==> config.mk <==
export PLATFORM = sky130hd
export DESIGN_NAME = uart_fifo_ctrl
export DESIGN_NICKNAME = d
export VERILOG_FILES = /design/src/rtl/uart_pkg.sv /design/src/rtl/uart_sync_fifo.sv /design/src/rtl/uart_fifo_ctrl.sv
export SDC_FILE = /design/constraint.sdc
export NUM_CORES = 1
export LEC_CHECK = 0
export BUFFER_PORTS_ARGS = -buffer_cell sky130_fd_sc_hd__buf_2
export CAP_MARGIN = 40
export CORE_UTILIZATION = 40
export DETAILED_ROUTE_END_ITERATION = 10
export SLEW_MARGIN = 20
export SYNTH_ARGS = -nofsm -noshare
export SYNTH_HDL_FRONTEND = slang
export SYNTH_SLANG_ARGS = --single-unit
==> constraint.sdc <==
create_clock -name clk -period 3.6 [get_ports clk]
set_input_delay 0.54 -clock clk [delete_from_list [all_inputs] [get_ports clk]]
set_output_delay 0.54 -clock clk [all_outputs]
set_load 0.005 [all_outputs]
==> src/rtl/uart_pkg.sv <==
// Shared UART definitions: parity modes, oversampling constants and FSM state encodings.
// Pure declarations; no logic, so no latency or backpressure of its own.
package uart_pkg;

    localparam int OVERSAMPLE = 16;
    localparam logic [3:0] OS_LAST = 4'(OVERSAMPLE - 1);
    localparam logic [3:0] OS_MID  = 4'(OVERSAMPLE / 2 - 1);

    localparam int PAR_NONE = 0;
    localparam int PAR_EVEN = 1;
    localparam int PAR_ODD  = 2;

    typedef enum logic [2:0] {
        RX_IDLE,
        RX_START,
        RX_DATA,
        RX_PARITY,
        RX_STOP
    } rx_state_t;

    typedef enum logic [2:0] {
        TX_IDLE,
        TX_START,
        TX_DATA,
        TX_PARITY,
        TX_STOP
    } tx_state_t;

endpackage

==> src/rtl/uart_sync_fifo.sv <==
// First-word-fall-through synchronous FIFO; head is visible combinationally, push/pop take effect next edge.
// Push when full (without a pop) and pop when empty are ignored; rd+wr on a full FIFO does both.
module uart_sync_fifo #(
    parameter int WIDTH = 8,
    parameter int DEPTH = 16
) (
    input  logic                     clk,
    input  logic                     rst,
    input  logic                     wr,
    input  logic [WIDTH-1:0]         wdata,
    input  logic                     rd,
    output logic [WIDTH-1:0]         rdata,
    output logic                     empty,
    output logic                     full,
    output logic [$clog2(DEPTH):0]   count
);
    localparam int AW = $clog2(DEPTH);
    localparam int CW = AW + 1;

    logic [WIDTH-1:0] mem [DEPTH];
    logic [AW-1:0]    wptr;
    logic [AW-1:0]    rptr;
    logic             do_wr;
    logic             do_rd;

    assign empty = (count == '0);
    assign full  = (count == CW'(DEPTH));
    assign do_rd = rd && !empty;
    assign do_wr = wr && (!full || rd);
    assign rdata = empty ? '0 : mem[rptr];

    always_ff @(posedge clk) begin
        if (do_wr) mem[wptr] <= wdata;
    end

    always_ff @(posedge clk) begin
        if (rst) begin
            wptr  <= '0;
            rptr  <= '0;
            count <= '0;
        end else begin
            if (do_wr) wptr <= wptr + 1'b1;
            if (do_rd) rptr <= rptr + 1'b1;
            if (do_wr && !do_rd)      count <= count + 1'b1;
            else if (!do_wr && do_rd) count <= count - 1'b1;
        end
    end

endmodule

==> src/rtl/uart_fifo_ctrl.sv <==
// UART with 16x oversampled RX/TX engines and a FWFT FIFO on each side; TX starts on the tick after a pop.
// RX byte lands one cycle after its final stop sample and is dropped (overrun) if the RX FIFO is full and not read.
module uart_fifo_ctrl
    import uart_pkg::*;
#(
    parameter int DATA_BITS  = 8,
    parameter int FIFO_DEPTH = 16,
    parameter int PARITY     = 0,
    parameter int STOP_BITS  = 1
) (
    input  logic                          clk,
    input  logic                          rst,
    input  logic                          rx,
    output logic                          tx,
    input  logic [15:0]                   baud_div,
    input  logic                          rx_rd,
    output logic [DATA_BITS-1:0]          rx_rdata,
    output logic                          rx_empty,
    output logic [$clog2(FIFO_DEPTH):0]   rx_count,
    input  logic                          tx_wr,
    input  logic [DATA_BITS-1:0]          tx_wdata,
    output logic                          tx_full,
    output logic [$clog2(FIFO_DEPTH):0]   tx_count,
    output logic                          tx_busy,
    output logic                          err_frame,
    output logic                          err_parity,
    output logic                          err_overrun,
    input  logic                          err_clr
);
    localparam logic [2:0] BIT_LAST = 3'(DATA_BITS - 1);
    localparam logic       PAR_EN   = (PARITY != PAR_NONE);
    localparam logic       PAR_INV  = (PARITY == PAR_ODD);
    localparam logic       TWO_STOP = (STOP_BITS == 2);

    logic [15:0]          tick_cnt;
    logic [15:0]          div_q;
    logic                 tick;

    tx_state_t            tx_state;
    logic [3:0]           tx_os;
    logic [2:0]           tx_bit;
    logic                 tx_stop;
    logic                 tx_pend;
    logic                 tx_par;
    logic [DATA_BITS-1:0] tx_sh;
    logic [DATA_BITS-1:0] txf_rdata;
    logic                 txf_empty;
    logic                 tx_done;
    logic                 tx_pop;

    rx_state_t            rx_state;
    logic                 rx_m;
    logic                 rx_s;
    logic [3:0]           rx_os;
    logic [2:0]           rx_bit;
    logic                 rx_stop;
    logic                 rx_bad;
    logic                 rx_push;
    logic [DATA_BITS-1:0] rx_sh;
    logic                 rxf_full;

    // Divisor is latched only at wrap so a change never produces a short tick period.
    assign tick = (tick_cnt == div_q);

    always_ff @(posedge clk) begin
        if (rst || tick) begin
            tick_cnt <= '0;
            div_q    <= baud_div;
        end else begin
            tick_cnt <= tick_cnt + 16'd1;
        end
    end

    uart_sync_fifo #(.WIDTH(DATA_BITS), .DEPTH(FIFO_DEPTH)) u_tx_fifo (
        .clk(clk), .rst(rst), .wr(tx_wr), .wdata(tx_wdata), .rd(tx_pop),
        .rdata(txf_rdata), .empty(txf_empty), .full(tx_full), .count(tx_count)
    );

    uart_sync_fifo #(.WIDTH(DATA_BITS), .DEPTH(FIFO_DEPTH)) u_rx_fifo (
        .clk(clk), .rst(rst), .wr(rx_push), .wdata(rx_sh), .rd(rx_rd),
        .rdata(rx_rdata), .empty(rx_empty), .full(rxf_full), .count(rx_count)
    );

    assign tx_done = (tx_state == TX_STOP) && tick && (tx_os == OS_LAST) && (!TWO_STOP || tx_stop);
    assign tx_pop  = !txf_empty && (((tx_state == TX_IDLE) && !tx_pend) || tx_done);
    assign tx_busy = (tx_state != TX_IDLE) || tx_pend || !txf_empty;

    always_ff @(posedge clk) begin
        if (rst) begin
            tx_state <= TX_IDLE;
            tx       <= 1'b1;
            tx_os    <= '0;
            tx_bit   <= '0;
            tx_stop  <= 1'b0;
            tx_pend  <= 1'b0;
            tx_par   <= 1'b0;
            tx_sh    <= '0;
        end else begin
            if (tx_pop) begin
                tx_sh  <= txf_rdata;
                tx_par <= (^txf_rdata) ^ PAR_INV;
            end
            if (tx_state == TX_IDLE) begin
                if (tx_pop) begin
                    tx_pend <= 1'b1;
                end else if (tx_pend && tick) begin
                    tx_pend  <= 1'b0;
                    tx       <= 1'b0;
                    tx_os    <= '0;
                    tx_state <= TX_START;
                end
            end else if (tick) begin
                tx_os <= tx_os + 4'd1;
                if (tx_os == OS_LAST) begin
                    case (tx_state)
                        TX_START: begin
                            tx_state <= TX_DATA;
                            tx       <= tx_sh[0];
                            tx_bit   <= '0;
                        end
                        TX_DATA: begin
                            if (tx_bit != BIT_LAST) begin
                                tx_bit <= tx_bit + 3'd1;
                                tx_sh  <= tx_sh >> 1;
                                tx     <= tx_sh[1];
                            end else if (PAR_EN) begin
                                tx_state <= TX_PARITY;
                                tx       <= tx_par;
                            end else begin
                                tx_state <= TX_STOP;
                                tx       <= 1'b1;
                                tx_stop  <= 1'b0;
                            end
                        end
                        TX_PARITY: begin
                            tx_state <= TX_STOP;
                            tx       <= 1'b1;
                            tx_stop  <= 1'b0;
                        end
                        TX_STOP: begin
                            if (!tx_done) begin
                                tx_stop <= 1'b1;
                            end else if (tx_pop) begin
                                tx_state <= TX_START;
                                tx       <= 1'b0;
                            end else begin
                                tx_state <= TX_IDLE;
                            end
                        end
                        default: tx_state <= TX_IDLE;
                    endcase
                end
            end
        end
    end

    // Error clears come first so any set later in this block takes priority.
    always_ff @(posedge clk) begin
        if (rst) begin
            rx_m        <= 1'b1;
            rx_s        <= 1'b1;
            rx_state    <= RX_IDLE;
            rx_os       <= '0;
            rx_bit      <= '0;
            rx_stop     <= 1'b0;
            rx_bad      <= 1'b0;
            rx_push     <= 1'b0;
            rx_sh       <= '0;
            err_frame   <= 1'b0;
            err_parity  <= 1'b0;
            err_overrun <= 1'b0;
        end else begin
            rx_m    <= rx;
            rx_s    <= rx_m;
            rx_push <= 1'b0;
            if (err_clr) begin
                err_frame   <= 1'b0;
                err_parity  <= 1'b0;
                err_overrun <= 1'b0;
            end
            if (rx_push && rxf_full && !rx_rd) err_overrun <= 1'b1;
            if (rx_state == RX_IDLE) begin
                if (!rx_s) begin
                    rx_state <= RX_START;
                    rx_os    <= '0;
                end
            end else if (tick) begin
                rx_os <= rx_os + 4'd1;
                case (rx_state)
                    RX_START: begin
                        if (rx_os == OS_MID) begin
                            rx_os    <= '0;
                            rx_bit   <= '0;
                            rx_bad   <= 1'b0;
                            rx_state <= rx_s ? RX_IDLE : RX_DATA;
                        end
                    end
                    RX_DATA: begin
                        if (rx_os == OS_LAST) begin
                            rx_sh <= {rx_s, rx_sh[DATA_BITS-1:1]};
                            if (rx_bit != BIT_LAST) begin
                                rx_bit <= rx_bit + 3'd1;
                            end else begin
                                rx_state <= PAR_EN ? RX_PARITY : RX_STOP;
                                rx_stop  <= 1'b0;
                            end
                        end
                    end
                    RX_PARITY: begin
                        if (rx_os == OS_LAST) begin
                            if (rx_s != ((^rx_sh) ^ PAR_INV)) err_parity <= 1'b1;
                            rx_state <= RX_STOP;
                        end
                    end
                    RX_STOP: begin
                        if (rx_os == OS_LAST) begin
                            if (!rx_s) err_frame <= 1'b1;
                            if (!TWO_STOP || rx_stop) begin
                                rx_state <= RX_IDLE;
                                rx_push  <= rx_s && !rx_bad;
                            end else begin
                                rx_stop <= 1'b1;
                                rx_bad  <= !rx_s;
                            end
                        end
                    end
                    default: rx_state <= RX_IDLE;
                endcase
            end
        end
    end

endmodule

Word level (Yosys, flattened, before mapping)
Memory sizes are Yosys's and may differ from the RTL's. A register that Yosys moved wholly into a read port is not among the register bits.
Cells that the tools add are included.
- register bits: 102
- bits in writable memories: 256
- output and inout bits: 25
- memories: 2
- add/sub/neg operators: 13
- eq/ne operators: 32
- muxes and demuxes: 78
- bitwise gates (word level): 5
- reduce and logical (&&, ||, !) cells: 57
- memory list (name ; depth ; width ; read ports ; clocked after Yosys merged registers in ; wr ports ; line ; source):
    u_rx_fifo.mem ; 16 ; 8 ; 1 ; 1 ; 1 ; uart_sync_fifo.sv:20 ; logic [WIDTH-1:0] mem [DEPTH];
    u_tx_fifo.mem ; 16 ; 8 ; 1 ; 1 ; 1 ; uart_sync_fifo.sv:20 ;
- operators with widths (cell ; count):
    $mux W8 ; 8
    $mux W3 ; 19
    $mux W4 ; 13
    $mux W1 ; 28
    $add A4 B1 Y4 const B ; 6
    $ne A3 B3 Y1 const B ; 8
    $pmux W3 S4 ; 2
    $mux W5 ; 4
    $reduce_bool A2 Y1 ; 9
    $add A16 B1 Y16 const B ; 1
    $eq A16 B16 Y1 ; 1
    $logic_and A1 B1 Y1 ; 15
    $reduce_and A7 Y1 ; 2
    $eq A3 B2 Y1 const B ; 4
    $ne A2 B2 Y1 const B ; 6
    $pmux W3 S2 ; 2
    $reduce_and A6 Y1 ; 2
    $add A5 B1 Y5 const B ; 2
    $eq A5 B5 Y1 const B ; 2
    $logic_not A1 Y1 ; 10
    $logic_not A5 Y1 ; 2
    $sub A5 B1 Y5 const B ; 2
    $eq A4 B4 Y1 const B ; 2
    $reduce_xor A8 Y1 ; 1
    other kinds (20) ; 34

Longest topological paths before layout
Gate-level depths: netlist of run 1.
- depth in word-level cells: 11
- mapped depth: 17

By module
A second synthesis of run 1 with hierarchy kept.
- cells, all modules: 1008
- area total of the unflattened synthesis: 15342.2 um^2
- by module, submodules not included (module ; times used ; cells each ; area an instance (um^2)):
    uart_sync_fifo (u_rx_fifo) ; 1 ; 322 ; 5941.9
    uart_sync_fifo (u_tx_fifo) ; 1 ; 317 ; 5893.2
    uart_fifo_ctrl ; 1 ; 369 ; 3507.1

Least setup slack after synthesis of run 1
OpenSTA, ideal clock, no wires.
- kind: register to register
- start point: reg div_q[9]
- end point: reg u_tx_fifo.count[4]
- arrival: 3029 ps
- data required time: 3530 ps
- slack: 500 ps
- stages on the path, launching flop included: 16
- buffers on the path: 2
- clock period less this slack: 3100 ps
- cells stage by stage: edfxtp_1 -> xor2_1 -> nor4_1 -> nand4_1 -> buf_6 -> o21ai_1 -> inv_1 -> buf_1 -> ha_1 -> inv_1 -> ha_1 -> a21o_1 -> a21oi_1 -> xnor2_1 -> or3_1 -> a21oi_1
- word-level cells in the longest chain between the ends: 10
- elaborated cells between the ends (all ways): 14
- classes of those cells: 1 x eq/ne; 1 x mux; 12 x reduce/logical
- RTL lines (what ; line ; source):
    start, declared ; uart_fifo_ctrl.sv:36 ; logic [15:0] div_q;
    start signal, assigned ; uart_fifo_ctrl.sv:68 ; div_q <= baud_div;
    $eq A16 B16 Y1 * ; uart_fifo_ctrl.sv:63 ; assign tick = (tick_cnt == div_q);
    $logic_and A1 B1 Y1 * (2 in series) ; uart_fifo_ctrl.sv:84 ; assign tx_done = (tx_state == TX_STOP) && tick && (tx_os == OS_LAST) && (!TWO_STOP || tx_stop);
    $logic_or A1 B1 Y1 * ; uart_fifo_ctrl.sv:85 ; assign tx_pop = !txf_empty && (((tx_state == TX_IDLE) && !tx_pend) || tx_done);
    $logic_and A1 B1 Y1 * ; uart_fifo_ctrl.sv:85 ;
    $logic_or A1 B1 Y1 ; uart_sync_fifo.sv:29 ; assign do_wr = wr && (!full || rd);
    $logic_and A1 B1 Y1 ; uart_sync_fifo.sv:29 ;
    $logic_not A1 Y1 ; uart_sync_fifo.sv:45 ; else if (!do_wr && do_rd) count <= count - 1'b1;
    $logic_and A1 B1 Y1 ; uart_sync_fifo.sv:45 ;
    $reduce_bool A2 Y1 (no source line) ; n/a ;
    end signal, assigned ; uart_sync_fifo.sv:44 ; if (do_wr && !do_rd) count <= count + 1'b1;
    end signal, assigned ; uart_sync_fifo.sv:45 ;
    end, declared ; uart_sync_fifo.sv:15 ; output logic [$clog2(DEPTH):0] count
Every way passes the cells marked *; elsewhere a longest branch is shown, timed or not.
A chain may end at the register's enable or synchronous reset.

Worst setup path in the final report of run 1
- start point: reg div_q[0]
- end point: reg u_tx_fifo.count[4]
Same word-level chain as after synthesis.

==> reports/metrics.csv, run 1 <==
stage,metric,value,unit
global_routing,met2_usage,0.244,
setup_path,worstPathArrival,3.73,ns
synth,yosysUniqueCellTypes,52,
synth,synth_top_area_share,0.549,
global_routing,grt.busiest_layer,met2,
routing,ant_nets,0,
synth,ys_seq_area_frac,0.675,
hold_path,hp-class,in -> reg,
global_routing,grt_pass1_wl,44300,um
routing,num_vias,7822,
sta,period_share,0.905,
synth,synth_warnings,0,
die,die_w,195,um
sta,min_period,3.26,ns
cts,post_cts_buffers,0,
job,drv_cap,0,
setup_path,slowest_delay,0.42,ns
sta,rsz0062_at_grt,no,
place,gp_congestion,0.779,
synth,netlist_top_cells_count,"272 x edfxtp_1, 94 x dfxtp_1, 89 x nor2_1",
cts,cts.clk_slew.worst_paths,0.06,ns
global_routing,grt_pass1_vias,7936,
die,initial_core_util,0.407,
global_routing,use_met1,0.206,
synth,synth_most_common_cell,edfxtp_1,
cts,cts_inserted_buffers,39,
global_routing,grt_overflow,0,
setup_path,endpoint_kind,register,
die,core,0.0366,sq mm
synth,postSynthAreaPerCell,15.6,sq um
power,powerDensity,605,mW/mm^2
cts,cts_sinks,366,
place,hpwlAfterDp,17800,um
synth,syn_inst,956,
die,io_pins,55,
sta,finClkSkew,0.0189,ns
synth,synth_area_leaders,"edfxtp_1 55%, dfxtp_1 13%, mux4_2 12%",
die,placementRows,70,
synth,syn-num-nets,1013,
place,portBuffers,54,
synth,synth_async_sr_flop_share,0,
sta,worst_pin_slew,0.816,ns
setup_path,worstPathCellList,xor2_1 -> nor4_1 -> nand4_1 -> o21ai_1 -> inv_1 -> ha_1 -> inv_1 -> ha_1 -> a21o_1 -> a21oi_1 -> xnor2_1 -> or3_1 -> a21oi_1,
routing,wl_per_cell,18.1,um
routing,via_per_inst,5.14,
cts,h-tree-depth,2,
routing,drc,0,
power,ir_drop,382,uV
global_routing,grt_max_degree,73,
setup_path,start_kind,register,
cts,cts_resized,0,
sta,drv_slew,0,
synth,synth_edf_count,272,
setup_path,critPathKind,reg -> reg,
run_status,status,completed,
final_layout,diodes,0,
routing,drt_iter0_markers,503,
sta,setup_viol,0,
synth,synth_flop_cell,edfxtp_1,
final_layout,drive_gt1_frac,0.211,
global_routing,antenna_found_initial,0,
cts,clockBufferDepth,3,
routing,drt-total-wl,27600,um
setup_path,cp_max_fo,5,
setup_path,cpMaxStageDelayCell,nor4_1,
sta,fin_setup_tns,0,ns
sta,whs,0.168,ns
final_layout,fin_area,0.0169,sq mm
global_routing,grt_util_all_layers,0.151,
global_routing,grt_use_met3,0.0285,
sta,hold_viol_final,0,
power,p_leak,5.70,nW
final_layout,fin_nets,1086,
setup_path,crit_required,4.07,ns
cts,cts_root_buf,clkbuf_16,
cts,clk-insertion-delay-late,0.54,ns
die,dieArea,0.0380,sq mm
sta,slew_headroom,0.455,
final_layout,syn_to_final_growth,13.8,%
place,placed_cell_area,0.0158,sq mm
routing,firstDrtPassIters,4,
die,die_height,195,um
sta,max_clock_freq,307,MHz
cts,cts_hold_buffers,0,
synth,syn_area,0.0149,sq mm
synth,yosys_register_bits,366,
synth,synth_top_area_cell,edfxtp_1,
cts,cts_tree,done,
[power by group]
part | leakage (nW) | internal (mW) | switching (mW)
Clock | 0.586 | 2.12 | 1.59
Combinational | 1.85 | 0.881 | 0.827
Sequential | 3.26 | 4.66 | 0.173
Total | 5.70 | 7.66 | 2.59
[flip-flops by register name, indices dropped and copies added, names as in the netlist, 5 cells and up, named ones only]
register,cells
u_rx_fifo.mem,128
tick_cnt,16
u_tx_fifo.count,5
div_q,16
u_tx_fifo.mem,128
rx_sh,8
tx_sh,8
u_rx_fifo.count,5
[per-layer routing]
metal | vias to the layer above | share of wire | wire length [um]
met1 | 3873 | 0.46 | 12600
met2 | 119 | 0.48 | 13200
met4 | 0 | 0.020 | 562
met5 | - | 0 | 0
met3 | 43 | 0.041 | 1140
li1 | 3787 | - | -
[per-stage QoR]
step	power, mW	utilization	instances	setup slack (ns)
detailed placement	6.66	0.430	1456	0.328
finish	10.3	0.463	1523	0.340
global placement	6.65	0.430	1455	0.406
floorplan	6.13	-	956	0.500
CTS	10.4	0.463	1523	0.298
global route	10.7	0.463	1523	0.0933
[final cells by class]
type,instances,area [sq um]
clock inverter,19,161
clock buffer,48,1030
inverter,15,56.3
multi-input combinational,530,4590
tap,468,586
sequential,366,10100
fill,3194,19700
timing repair buffer,77,465
[path summary, 6_finish.rpt]
check	endpoint	cells after the start	slack, ns	start
min	div_q[5]	1	0.17	baud_div[5]
max reg2reg	u_tx_fifo.count[4]	13	0.34	div_q[0]
min reg2reg	rx_s	1	0.41	rx_m
max	u_tx_fifo.count[4]	13	0.34	div_q[0]
[cells by family after synthesis]
family          synth area share
xor+xnor                  0.0324
mux                        0.130
compound gates            0.0327
flops                      0.675
buf+inv                   0.0163
fa+ha+maj                 0.0237
simple gates              0.0901
[cells in the final DEF, fill, tap and decap left out, types with 8 or more instances in the layout]
master     Yosys  final
nand3_1       18     18
nor3_1        19     19
nor2b_1       12     12
o21ai_0       11     11
and2_1        17     17
buf_4          0     20
clkinv_2       0      9
xor2_1        37     37
nor4_1        10     10
nand2_1       60     60
mux2i_1       13     13
a311oi_1       8      8
dfxtp_1       94     92
ha_1          25     25
edfxtp_1     272    272
nand4_1       11     11
a21oi_1       40     40
xnor2_1       18     18
buf_2          8     55
clkbuf_16      0     39
mux4_2        80     80
inv_1         14     14
nor2_1        89     89
[worst max-delay path: cells and delay by family (launching register included)]
kind	cells	cell delay [ns]
buf+inv	2	0.23
compound gates	4	0.77
simple gates	3	1.03
xor+xnor	2	0.26
flops	1	0.38
fa+ha+maj	2	0.52
(Power assumes the default switching activity.)
==> inputs of run 2 (changes only) <==
--- a/config.mk
+++ b/config.mk
@@ -7,6 +7,7 @@
 export LEC_CHECK = 0
 export BUFFER_PORTS_ARGS = -buffer_cell sky130_fd_sc_hd__buf_2
 export CAP_MARGIN = 40
+export CORE_MARGIN = 2
 export CORE_UTILIZATION = 40
 export DETAILED_ROUTE_END_ITERATION = 10
 export SLEW_MARGIN = 20
==> run 2 against run 1 <==
  * Core utilization increased by 0.46 points
  * Maximum frequency decreased by 0.67%
  * Combinational power about the same
  * Critical path type unchanged
  * Critical endpoint unchanged
  * Largest cell class unchanged
==> reports/metrics.csv, run 2 (synthesis gave the netlist of run 1 again) <==
stage,metric,value,unit,change
final_layout,diodes,0,,unchanged
place,placed_cell_area,0.0158,sq mm,about the same
setup_path,endpoint_kind,register,,unchanged
die,initial_core_util,0.407,,unchanged
run_status,status,completed,,unchanged
setup_path,r2r_slack,0.32,ns,was 0.34 ns
global_routing,grt_max_degree,40,,was 73
cts,cts_hold_buffers,0,,unchanged
setup_path,start_kind,register,,unchanged
power,ir_drop,397,uV,was 382 uV
die,placementRows,70,,unchanged
sta,setup_viol,0,,unchanged
setup_path,cp_max_fo,20,,was 5
sta,period_share,0.912,,was 0.905
cts,cts_root_buf,clkbuf_16,,unchanged
place,portBuffers,54,,unchanged
final_layout,final_cell_mix,"272 x edfxtp_1, 92 x dfxtp_1, 89 x nor2_1",,unchanged
setup_path,cpMaxStageDelayCell,nor4_1,,unchanged
cts,clockBufferDepth,3,,unchanged
routing,ant_nets,0,,unchanged
sta,whs,0.154,ns,was 0.168 ns
setup_path,worstPathArrival,3.77,ns,was 3.73 ns
cts,cts_resized,0,,unchanged
cts,post_cts_buffers,0,,unchanged
sta,finClkSkew,0.0127,ns,was 0.0189 ns
routing,wl_per_cell,18.7,um,was 18.1 um
place,hpwlAfterDp,17700,um,was 17800 um
cts,h-tree-depth,2,,unchanged
final_layout,layout_commonest_cell,edfxtp_1,,unchanged
place,gp_congestion,0.766,,was 0.779
setup_path,critPathKind,reg -> reg,,unchanged
power,p_leak,5.79,nW,was 5.70 nW
final_layout,syn_to_final_growth,15.0,%,was 13.8%
cts,cts_sinks,366,,unchanged
routing,firstDrtPassIters,4,,unchanged
final_layout,fin_area,0.0171,sq mm,was 0.0169 sq mm
final_layout,fin_nets,1093,,was 1086
cts,cts_tree,done,,unchanged
job,drv_cap,0,,unchanged
die,dieArea,0.0388,sq mm,was 0.0380 sq mm
global_routing,use_met1,0.207,,was 0.206
sta,min_period,3.28,ns,was 3.26 ns
global_routing,grt_use_met3,0.0260,,was 0.0285
global_routing,grt.busiest_layer,met2,,unchanged
sta,max_clock_freq,305,MHz,was 307 MHz
routing,drc,0,,unchanged
cts,clk-insertion-delay-late,0.56,ns,was 0.54 ns
cts,cts_inserted_buffers,40,,was 39
power,p_total,10.6,mW,was 10.3 mW
setup_path,crit_required,4.09,ns,was 4.07 ns
die,core,0.0366,sq mm,unchanged
routing,drt_iter0_markers,447,,was 503
global_routing,grt_util_all_layers,0.154,,was 0.151
sta,rsz0062_at_grt,no,,unchanged
global_routing,grt_overflow,0,,unchanged
sta,slew_headroom,0.485,,was 0.455
routing,drt-total-wl,28700,um,was 27600 um
routing,via_per_inst,5.20,,was 5.14
hold_path,hp-class,in -> reg,,unchanged
sta,worst_pin_slew,0.771,ns,was 0.816 ns
global_routing,grt_pass1_vias,8167,,was 7936
sta,drv_slew,0,,unchanged
global_routing,grt_pass1_wl,45900,um,was 44300 um
die,die_height,197,um,was 195 um
sta,fin_setup_tns,0,ns,unchanged
setup_path,slowest_delay,0.44,ns,was 0.42 ns
setup_path,worstPathCellList,xor2_1 -> nor4_1 -> nand4_1 -> buf_4 -> o21ai_1 -> inv_1 -> ha_1 -> inv_1 -> ha_1 -> a21o_1 -> a21oi_1 -> xnor2_1 -> or3_1 -> a21oi_1,,was xor2_1 -> nor4_1 -> nand4_1 -> o21ai_1 -> inv_1 -> ha_1 -> inv_1 -> ha_1 -> a21o_1 -> a21oi_1 -> xnor2_1 -> or3_1 -> a21oi_1
routing,num_vias,7991,,was 7822
final_layout,reg_top3,"u_rx_fifo.mem x128, u_tx_fifo.mem x128",,unchanged
die,die_w,197,um,was 195 um
cts,cts.clk_slew.worst_paths,0.05,ns,was 0.06 ns
final_layout,drive_gt1_frac,0.222,,was 0.211
sta,hold_viol_final,0,,unchanged
power,powerDensity,617,mW/mm^2,was 605 mW/mm^2
global_routing,antenna_found_initial,0,,unchanged
die,io_pins,55,,unchanged
global_routing,met2_usage,0.253,,was 0.244
[run 2: cell types whose count changed in the layout (fill, tap and decap cells not counted), sizes merged]
| cell | before | now |
|---|---|---|
| buf | 77 | 83 |
| clkinv | 17 | 16 |
| inv | 15 | 17 |
| clkinvlp | 1 | 2 |
| clkbuf | 48 | 52 |
| bufinv | 1 | 2 |
[run 2: final timing paths]
check / from / endpoint / cells after the start
max: div_q[5] / u_tx_fifo.count[4] / 14
min: baud_div[4] / div_q[4] / 1
max reg2reg: div_q[5] / u_tx_fifo.count[4] / 14
min reg2reg: rx_m / rx_s / 1
[run 2: metrics by stage]
stage / std cells / setup WS [ns] / utilization
after floorplan: 956 / 0.500 / -
after global placement: 1460 / 0.406 / 0.431
after detailed placement: 1460 / 0.331 / 0.431
after CTS: 1534 / 0.324 / 0.467
after global routing: 1536 / 0.0503 / 0.467
final: 1536 / 0.318 / 0.467
[run 2: metal layers]
metal / vias up / share of wire
li1: 3806 / -
met1: 4008 / 0.46
met2: 140 / 0.48
met3: 37 / 0.035
met4: 0 / 0.021
met5: - / 0
[run 2: area by class of cell]
type | count | area [sq um]
fill | 3204 | 19500
clock inverter | 22 | 193
clock buffer | 52 | 1120
multi-input combinational | 530 | 4600
tap | 468 | 586
timing repair buffer | 83 | 510
inverter | 15 | 56.3
sequential | 366 | 10100
[run 2: critical path, delay by kind of cell, from the launching register on]
kind / cells / cell delay, ns
adder cells (fa/ha/maj): 2 / 0.51
flip-flops: 1 / 0.38
AO/OA/AOI/OAI: 4 / 0.70
AND/OR/NAND/NOR: 3 / 0.89
buffers and inverters: 3 / 0.46
XOR/XNOR: 2 / 0.26
[run 2: power by group]
group / internal, mW / switching, mW / total, mW
Sequential: 4.66 / 0.137 / 4.80
Combinational: 0.881 / 0.859 / 1.74
Clock: 2.36 / 1.67 / 4.03
